$ cat src/rtl/if_prefetch_queue_if.sv
// Fetch-stage bundle: IMEM request/response handshake plus the ID-side
// redirect, stall/flush and presented-instruction signals.
// Optional: IF_PREFETCH_PERF_EN adds the Perf_fetched/Perf_dropped counters.
interface if_prefetch_queue_if #(
    parameter int unsigned XLEN = 32
);
    // IMEM request/response
    logic            IMEM_req_valid;
    logic            IMEM_req_ready;
    logic [XLEN-1:0] IMEM_addr;
    logic            IMEM_rsp_valid;
    logic [31:0]     IMEM_rsp_data;

    // Redirects from later stages
    logic            EX_PC_Branch;
    logic [XLEN-1:0] EX_PC_Branch_dest;
    logic            ID_Jump;
    logic [XLEN-1:0] ID_PC_dest;

    // ID-side presentation
    logic            IF_Stall;
    logic            IF_Flush;
    logic            IF_valid;
    logic [XLEN-1:0] IF_PC;
    logic [31:0]     IF_Instruction;

`ifdef IF_PREFETCH_PERF_EN
    logic [31:0]     Perf_fetched;
    logic [31:0]     Perf_dropped;

    modport master (
        output IMEM_req_valid, IMEM_addr,
        input  IMEM_req_ready, IMEM_rsp_valid, IMEM_rsp_data,
        input  EX_PC_Branch, EX_PC_Branch_dest, ID_Jump, ID_PC_dest,
        input  IF_Stall, IF_Flush,
        output IF_valid, IF_PC, IF_Instruction,
        output Perf_fetched, Perf_dropped
    );

    modport slave (
        input  IMEM_req_valid, IMEM_addr,
        output IMEM_req_ready, IMEM_rsp_valid, IMEM_rsp_data,
        output EX_PC_Branch, EX_PC_Branch_dest, ID_Jump, ID_PC_dest,
        output IF_Stall, IF_Flush,
        input  IF_valid, IF_PC, IF_Instruction,
        input  Perf_fetched, Perf_dropped
    );
`else
    modport master (
        output IMEM_req_valid, IMEM_addr,
        input  IMEM_req_ready, IMEM_rsp_valid, IMEM_rsp_data,
        input  EX_PC_Branch, EX_PC_Branch_dest, ID_Jump, ID_PC_dest,
        input  IF_Stall, IF_Flush,
        output IF_valid, IF_PC, IF_Instruction
    );

    modport slave (
        input  IMEM_req_valid, IMEM_addr,
        output IMEM_req_ready, IMEM_rsp_valid, IMEM_rsp_data,
        output EX_PC_Branch, EX_PC_Branch_dest, ID_Jump, ID_PC_dest,
        output IF_Stall, IF_Flush,
        input  IF_valid, IF_PC, IF_Instruction
    );
`endif

endinterface

$ cat src/rtl/if_prefetch_queue.sv
// Instruction-fetch stage with a prefetch queue.
// Issues in-order IMEM requests under a credit limit of QUEUE_DEPTH
// (in-flight + queued), tracks the PC of each outstanding request in a pc
// FIFO, and queues returned instructions for ID. A redirect clears both
// queues and arms drop_cnt to discard responses still in flight.
// Optional: define IF_PREFETCH_PERF_EN for Perf_fetched/Perf_dropped counters.
module if_prefetch_queue #(
    parameter int unsigned     XLEN        = 32,
    parameter int unsigned     QUEUE_DEPTH = 4,
    parameter logic [XLEN-1:0] RESET_PC    = '0
) (
    input  logic                  Clk,
    input  logic                  Reset,
    if_prefetch_queue_if.master   bus
);

    localparam int unsigned AW = $clog2(QUEUE_DEPTH);
    localparam int unsigned CW = AW + 1;
    localparam int unsigned SW = CW + 1;
    localparam int unsigned IW = 32;

    logic [XLEN-1:0] fetch_pc;

    // PCs of outstanding requests, in issue order
    logic [XLEN-1:0] pcq_mem [QUEUE_DEPTH];
    logic [AW-1:0]   pcq_wr_ptr;
    logic [AW-1:0]   pcq_rd_ptr;
    logic [CW-1:0]   pcq_cnt;

    // Returned {pc, instruction} pairs waiting for ID
    logic [XLEN-1:0] iq_pc_mem  [QUEUE_DEPTH];
    logic [IW-1:0]   iq_ins_mem [QUEUE_DEPTH];
    logic [AW-1:0]   iq_wr_ptr;
    logic [AW-1:0]   iq_rd_ptr;
    logic [CW-1:0]   iq_cnt;

    logic [CW-1:0]   drop_cnt;
    logic [XLEN-1:0] pc_hold;

    logic            redirect;
    logic [XLEN-1:0] redirect_target;
    logic [SW-1:0]   inflight;
    logic [SW-1:0]   credit_used;
    logic            req_valid;
    logic            req_fire;
    logic            rsp_drop;
    logic            rsp_take;
    logic            iq_empty;
    logic            if_valid;
    logic            iq_pop;

    // Handshake qualifiers, credit check and redirect target selection
    always_comb begin
        redirect        = bus.EX_PC_Branch | bus.ID_Jump;
        redirect_target = bus.EX_PC_Branch ? bus.EX_PC_Branch_dest : bus.ID_PC_dest;
        redirect_target[1:0] = 2'b00;
        inflight        = SW'(pcq_cnt) + SW'(drop_cnt);
        credit_used     = inflight + SW'(iq_cnt);
        req_valid       = !Reset && !redirect && (credit_used < SW'(QUEUE_DEPTH));
        req_fire        = req_valid && bus.IMEM_req_ready;
        rsp_drop        = bus.IMEM_rsp_valid && (drop_cnt != '0);
        rsp_take        = bus.IMEM_rsp_valid && (drop_cnt == '0) && !redirect;
        iq_empty        = (iq_cnt == '0);
        if_valid        = !iq_empty && !bus.IF_Flush;
        iq_pop          = !iq_empty && !bus.IF_Stall;
    end

    assign bus.IMEM_req_valid = req_valid;
    assign bus.IMEM_addr      = fetch_pc;
    assign bus.IF_valid       = if_valid;
    assign bus.IF_PC          = if_valid ? iq_pc_mem[iq_rd_ptr] : pc_hold;
    assign bus.IF_Instruction = if_valid ? iq_ins_mem[iq_rd_ptr] : '0;

    // Fetch PC and pc FIFO pointers; redirect reloads the PC and empties the FIFO
    always_ff @(posedge Clk or posedge Reset) begin
        if (Reset) begin
            fetch_pc   <= RESET_PC;
            pcq_wr_ptr <= '0;
            pcq_rd_ptr <= '0;
            pcq_cnt    <= '0;
        end else if (redirect) begin
            fetch_pc   <= redirect_target;
            pcq_wr_ptr <= '0;
            pcq_rd_ptr <= '0;
            pcq_cnt    <= '0;
        end else begin
            if (req_fire) begin
                fetch_pc   <= fetch_pc + XLEN'(4);
                pcq_wr_ptr <= pcq_wr_ptr + AW'(1);
            end
            if (rsp_take) begin
                pcq_rd_ptr <= pcq_rd_ptr + AW'(1);
            end
            pcq_cnt <= pcq_cnt + CW'(req_fire) - CW'(rsp_take);
        end
    end

    // pc FIFO storage
    always_ff @(posedge Clk) begin
        if (req_fire) begin
            pcq_mem[pcq_wr_ptr] <= fetch_pc;
        end
    end

    // Instruction queue storage: pair the response with its request PC
    always_ff @(posedge Clk) begin
        if (rsp_take) begin
            iq_pc_mem[iq_wr_ptr]  <= pcq_mem[pcq_rd_ptr];
            iq_ins_mem[iq_wr_ptr] <= bus.IMEM_rsp_data;
        end
    end

    // Instruction queue pointers; redirect discards everything queued
    always_ff @(posedge Clk or posedge Reset) begin
        if (Reset) begin
            iq_wr_ptr <= '0;
            iq_rd_ptr <= '0;
            iq_cnt    <= '0;
        end else if (redirect) begin
            iq_wr_ptr <= '0;
            iq_rd_ptr <= '0;
            iq_cnt    <= '0;
        end else begin
            if (rsp_take) begin
                iq_wr_ptr <= iq_wr_ptr + AW'(1);
            end
            if (iq_pop) begin
                iq_rd_ptr <= iq_rd_ptr + AW'(1);
            end
            iq_cnt <= iq_cnt + CW'(rsp_take) - CW'(iq_pop);
        end
    end

    // Stale-response counter: a response landing in the redirect cycle is already stale
    always_ff @(posedge Clk or posedge Reset) begin
        if (Reset) begin
            drop_cnt <= '0;
        end else if (redirect) begin
            drop_cnt <= CW'(inflight - SW'(bus.IMEM_rsp_valid));
        end else if (rsp_drop) begin
            drop_cnt <= drop_cnt - CW'(1);
        end
    end

    // Last presented PC, shown while nothing valid is presented
    always_ff @(posedge Clk or posedge Reset) begin
        if (Reset) begin
            pc_hold <= '0;
        end else begin
            pc_hold <= bus.IF_PC;
        end
    end

`ifdef IF_PREFETCH_PERF_EN
    logic        deliver;
    logic [31:0] fetched_inc;
    logic [31:0] dropped_inc;

    function automatic logic [31:0] sat_add(input logic [31:0] a, input logic [31:0] b);
        logic [32:0] s;
        s = {1'b0, a} + {1'b0, b};
        return s[32] ? 32'hFFFF_FFFF : s[31:0];
    endfunction

    // Per-cycle counter increments
    always_comb begin
        deliver     = if_valid && !bus.IF_Stall;
        fetched_inc = 32'(deliver);
        if (redirect) begin
            dropped_inc = 32'(iq_cnt) - 32'(deliver) + 32'(bus.IMEM_rsp_valid);
        end else begin
            dropped_inc = 32'(rsp_drop) + 32'(iq_pop && bus.IF_Flush);
        end
    end

    // Saturating delivery/drop counters
    always_ff @(posedge Clk or posedge Reset) begin
        if (Reset) begin
            bus.Perf_fetched <= '0;
            bus.Perf_dropped <= '0;
        end else begin
            bus.Perf_fetched <= sat_add(bus.Perf_fetched, fetched_inc);
            bus.Perf_dropped <= sat_add(bus.Perf_dropped, dropped_inc);
        end
    end
`endif

endmodule
$ cat src/flat_wrapper.sv
// flat-port wrapper written by rule: the top's interface ports become plain ports
module if_prefetch_queue_flat 
#(
    parameter int unsigned     XLEN        = 32,
    parameter int unsigned     QUEUE_DEPTH = 4,
    parameter logic [XLEN-1:0] RESET_PC    = '0
)
  (Clk, Reset, bus_IMEM_req_valid, bus_IMEM_addr, bus_IMEM_req_ready, bus_IMEM_rsp_valid, bus_IMEM_rsp_data, bus_EX_PC_Branch, bus_EX_PC_Branch_dest, bus_ID_Jump, bus_ID_PC_dest, bus_IF_Stall, bus_IF_Flush, bus_IF_valid, bus_IF_PC, bus_IF_Instruction);
  if_prefetch_queue_if #(.XLEN(XLEN)) bus_i ();
  input  logic Clk;
  input  logic Reset;
  output wire logic [$bits(bus_i.IMEM_req_valid)-1:0] bus_IMEM_req_valid;
  output wire logic [$bits(bus_i.IMEM_addr)-1:0] bus_IMEM_addr;
  input wire logic [$bits(bus_i.IMEM_req_ready)-1:0] bus_IMEM_req_ready;
  input wire logic [$bits(bus_i.IMEM_rsp_valid)-1:0] bus_IMEM_rsp_valid;
  input wire logic [$bits(bus_i.IMEM_rsp_data)-1:0] bus_IMEM_rsp_data;
  input wire logic [$bits(bus_i.EX_PC_Branch)-1:0] bus_EX_PC_Branch;
  input wire logic [$bits(bus_i.EX_PC_Branch_dest)-1:0] bus_EX_PC_Branch_dest;
  input wire logic [$bits(bus_i.ID_Jump)-1:0] bus_ID_Jump;
  input wire logic [$bits(bus_i.ID_PC_dest)-1:0] bus_ID_PC_dest;
  input wire logic [$bits(bus_i.IF_Stall)-1:0] bus_IF_Stall;
  input wire logic [$bits(bus_i.IF_Flush)-1:0] bus_IF_Flush;
  output wire logic [$bits(bus_i.IF_valid)-1:0] bus_IF_valid;
  output wire logic [$bits(bus_i.IF_PC)-1:0] bus_IF_PC;
  output wire logic [$bits(bus_i.IF_Instruction)-1:0] bus_IF_Instruction;
  assign bus_IMEM_req_valid = bus_i.IMEM_req_valid;
  assign bus_IMEM_addr = bus_i.IMEM_addr;
  assign bus_i.IMEM_req_ready = bus_IMEM_req_ready;
  assign bus_i.IMEM_rsp_valid = bus_IMEM_rsp_valid;
  assign bus_i.IMEM_rsp_data = bus_IMEM_rsp_data;
  assign bus_i.EX_PC_Branch = bus_EX_PC_Branch;
  assign bus_i.EX_PC_Branch_dest = bus_EX_PC_Branch_dest;
  assign bus_i.ID_Jump = bus_ID_Jump;
  assign bus_i.ID_PC_dest = bus_ID_PC_dest;
  assign bus_i.IF_Stall = bus_IF_Stall;
  assign bus_i.IF_Flush = bus_IF_Flush;
  assign bus_IF_valid = bus_i.IF_valid;
  assign bus_IF_PC = bus_i.IF_PC;
  assign bus_IF_Instruction = bus_i.IF_Instruction;
  if_prefetch_queue #(.XLEN(XLEN), .QUEUE_DEPTH(QUEUE_DEPTH), .RESET_PC(RESET_PC)) u_core (.Clk(Clk), .Reset(Reset), .bus(bus_i));
endmodule
$ cat config.mk
export PLATFORM = sky130hd
export DESIGN_NAME = if_prefetch_queue_flat
export DESIGN_NICKNAME = d
export VERILOG_FILES = /design/src/rtl/if_prefetch_queue_if.sv /design/src/rtl/if_prefetch_queue.sv /design/src/flat_wrapper.sv
export SDC_FILE = /design/constraint.sdc
export NUM_CORES = 1
export LEC_CHECK = 0
export BUFFER_PORTS_ARGS = -buffer_cell sky130_fd_sc_hd__clkbuf_2
export CAP_MARGIN = 20
export CORE_ASPECT_RATIO = 1.4
export CORE_MARGIN = 4
export CORE_UTILIZATION = 50
export DETAILED_ROUTE_END_ITERATION = 10
export GPL_TIMING_DRIVEN = 0
export HOLD_SLACK_MARGIN = 0.06
export PLACE_DENSITY = 0.7
export SKIP_LAST_GASP = 1
export SYNTH_ARGS = -nofsm -noshare
export SYNTH_HDL_FRONTEND = slang
export SYNTH_SLANG_ARGS = --single-unit
$ cat constraint.sdc
create_clock -name Clk -period 7.85 [get_ports Clk]
set_clock_uncertainty 0.05 [all_clocks]
set_input_delay 0.785 -clock Clk [delete_from_list [all_inputs] [get_ports Clk]]
set_output_delay 0.785 -clock Clk [all_outputs]
set_load 0.02 [all_outputs]
==> summary.txt <==
Critical path
  – Worst Path Arrival: 3420 ps
  – Setup CP Type: reg2out
  – Crit path cell chain: ha_1 > inv_1 > fa_1 > inv_1 > ha_1 > a31o_1 > or3_1 > mux2_4 > buf_2 > nor3_1 > clkbuf_2
  – CP Data Required Time: 7010 ps
  – Slowest stage delay, CP: 500 ps
  – Family with the most delay on the worst path: adder cells
  – Slowest stage cell, crit path: fa_1
  – Setup crit end kind: output pin
  – Startpoint types: flip-flop
  – Critical Path Fanout Max: 10
  – Buffers & Inverters on Critical Path: 4

STA
  – Max_slew headroom: 38.6%
  – Fin Setup TNS: 0 ps
  – Slew Viols, Final: 0
  – RSZ-0062 raised after global routing: no
  – Hold Violations, Final: 0
  – Worst slew pin tran: 920 ps
  – Final worst-path cycle share: 54.3%
  – Min Tclk post-route: 4260 ps
  – # setup viols final: 0
  – Highest clock rate: 235 MHz

Clock network
  – Root Buffer: clkbuf_16
  – CTS clk-pin slew, worst paths: 60 ps
  – CTS Buffer Depth: 3
  – Later-pin clock latency in the skew report: 540 ps
  – Post-CTS setup buffers: 0
  – # clock sinks: 447
  – CTS resizes: 0
  – Hold bufs inserted after CTS: 0
  – CTS tree: built
  – CTS H-tree depth: 2
  – CTS Buf Count: 41

Synth
  – Synth cell count leaders: edfxtp_1, mux4_2, dfrtp_1
  – Primary FF master, synth: edfxtp_1
  – Top-count cell post-synth: edfxtp_1
  – Sequential area share after synthesis: 72.5%
  – Top cells by area, synth: edfxtp_1, mux4_2, dfrtp_1
  – Post-synth EDFFs: 368
  – YS warnings: 0
  – Post-synthesis cell type count: 51
  – Asr flop ratio synth: 17.7%
  – Mapped Avg Cell Area: 18.7 µm²
  – Seq cells post-synth: 447
  – Top cell type's share of synthesized area: 61.5%
  – Synthesized area: 18000 µm²
  – Post-synth top area cell: edfxtp_1
  – Mapped Cells: 961

Die
  – Die Wd: 168 µm
  – IO Count: 202
  – Initial Utilization: 51.0%
  – Die area: 39100 µm²
  – Rows: 81
  – Die Height: 232 µm
  – Core Area: 35300 µm²

Global route
  – Pin count of the biggest net entering global routing: 57
  – Grt peak-use layer: met2
  – GR Layer Usage met2: 32.4%
  – Met3 Usage GRT: 2.95%
  – Global Route Usage Sum: 18.2%
  – Initial antenna violation count: 0
  – Total grt overflow: 0
  – First-pass GRT wire length: 55500 µm
  – Vias in the first global route: 10000
  – Grt met1 use: 22.9%

Power
  – Clock power frac: 35.0%
  – Power density over the cells: 252 nW/µm²
  – Flop pwr share: 52.7%
  – Psw: 1280 µW
  – Switching Share: 24.4%
  – Internal Power: 3980 µW
  – Gate power share: 12.3%
  – Max VDD drop: 0.143 mV
  – LEAKAGE: 0.00728 µW

Final layout
  – N_diodes: 0
  – Final net count: 1334
  – Final core utilization: 59.3%
  – Area growth, synth to finish: 16.4%
  – Fraction of layout cells with a size suffix above 1: 32.7%
  – Fill cells: 2672
  – Final instance area: 20900 µm²

Run
  – # Max-Cap Violations: 0

Outcome
  – Status: finished, final reports clean

Drt
  – DRT Wirelength: 34600 µm
  – Vias: 9400
  – Initial drt markers: 664
  – Vias per cell: 5.55
  – Drt pass-1 iters: 5
  – Antenna violation net count after detailed routing: 0
  – DRC: 0
  – DR WL/cell: 20.4 µm

Min path
  – Worst hold path class: in2async

Placed design
  – IO buf count: 195
  – Placed inst area: 19700 µm²
  – Final HPWL DP: 23300 µm
  – Gpl congestion: 0.814
[placed cells by master (no fill, tap or decap), drive strengths merged, types with 2 or more instances in the layout]
cell / netlist / routed
edfxtp: 368 / 368
clkbuf: 29 / 287
mux4: 92 / 92
dfrtp: 79 / 79
and2: 40 / 40
xnor2: 35 / 35
mux2: 32 / 32
a21oi: 28 / 28
nor2b: 25 / 25
buf: 20 / 25
a211oi: 23 / 23
inv: 22 / 23
nor3: 22 / 22
ha: 22 / 22
nor2: 22 / 22
nand3: 18 / 18
nand2: 16 / 16
clkinv: 0 / 10
nand4: 8 / 8
a22oi: 7 / 7
o21ai: 7 / 7
and3: 7 / 7
nor4: 6 / 6
mux2i: 3 / 3
or3: 3 / 3
fa: 3 / 3
nor3b: 3 / 3
nand3b: 2 / 2
a31oi: 2 / 2
o211ai: 2 / 2
or4: 2 / 2
conb: 1 / 2
[sequential cells by signal (all words and copies together) (netlist names)]
register / flops
u_core.iq_rd_ptr: 2
u_core.pcq_rd_ptr: 2
u_core.iq_cnt: 3
u_core.pc_hold: 32
u_core.pcq_mem: 120
u_core.drop_cnt: 3
u_core.pcq_wr_ptr: 2
u_core.iq_ins_mem: 128
u_core.pcq_cnt: 3
u_core.iq_pc_mem: 120
u_core.iq_wr_ptr: 2
u_core.bus.IMEM_addr: 30
[power by group through the flow]
stage | combinational (µW) | clock [µW] | sequential, µW
finish | 648 | 1840 | 2780
CTS | 663 | 1890 | 2780
global route | 710 | 2000 | 2790
detailed placement | 660 | 0 | 2830
floorplan | 410 | 0 | 2820
global placement | 646 | 0 | 2820
[logic make-up after synthesis]
family,count (synthesis),synth area share [%]
AO/OA/AOI/OAI,76,2.72
XOR/XNOR,36,1.75
adder cells (fa/ha/maj),25,1.87
buffers and inverters,71,1.62
flip-flops,447,72.5
multiplexers,127,13.7
other,1,0.0209
AND/OR/NAND/NOR,178,5.80
[routing by layer]
layer | share of wire (%) | routed length, µm
met5 | 0 | 0
met4 | 2.7 | 946
met3 | 5.0 | 1750
met2 | 52 | 18100
met1 | 40 | 13800
[final timing paths]
check	startpoint	end	slack, ps	cells past startpoint
hold / removal	Reset	u_core.bus.IMEM_addr[17]	200	2
min in group Clk	bus_IMEM_rsp_data[27]	u_core.iq_ins_mem[2][27]	410	1
setup reg to reg	u_core.drop_cnt[0]	u_core.pcq_mem[1][2]	3840	11
hold reg to reg	u_core.pc_hold[15]	u_core.pc_hold[15]	440	1
setup / recovery	u_core.drop_cnt[0]	bus_IMEM_req_valid	3590	11
max in group asynchronous	Reset	u_core.pc_hold[1]	6910	3
[layout make-up]
cell class	count	area, µm²	area share [%]
buffer	49	209	0.999
clock buffer	63	1180	5.65
clock inverter	12	61.3	0.293
inverter	22	85.1	0.407
multi-input combinational	444	4670	22.3
sequential	447	13000	62.3
tap	456	571	2.73
timing repair buffer	200	1110	5.32
[stage by stage]
stage               hold WS (ps)  total power, µW  cells  setup slack [ps]
global route                 208             5500   1693              3330
global placement             432             3470   1613               898
CTS                          172             5330   1693              3560
finish                       198             5270   1693              3590
detailed placement           436             3490   1618              3820
floorplan                    492             3230    962              3050
(Power assumes the default switching activity.)
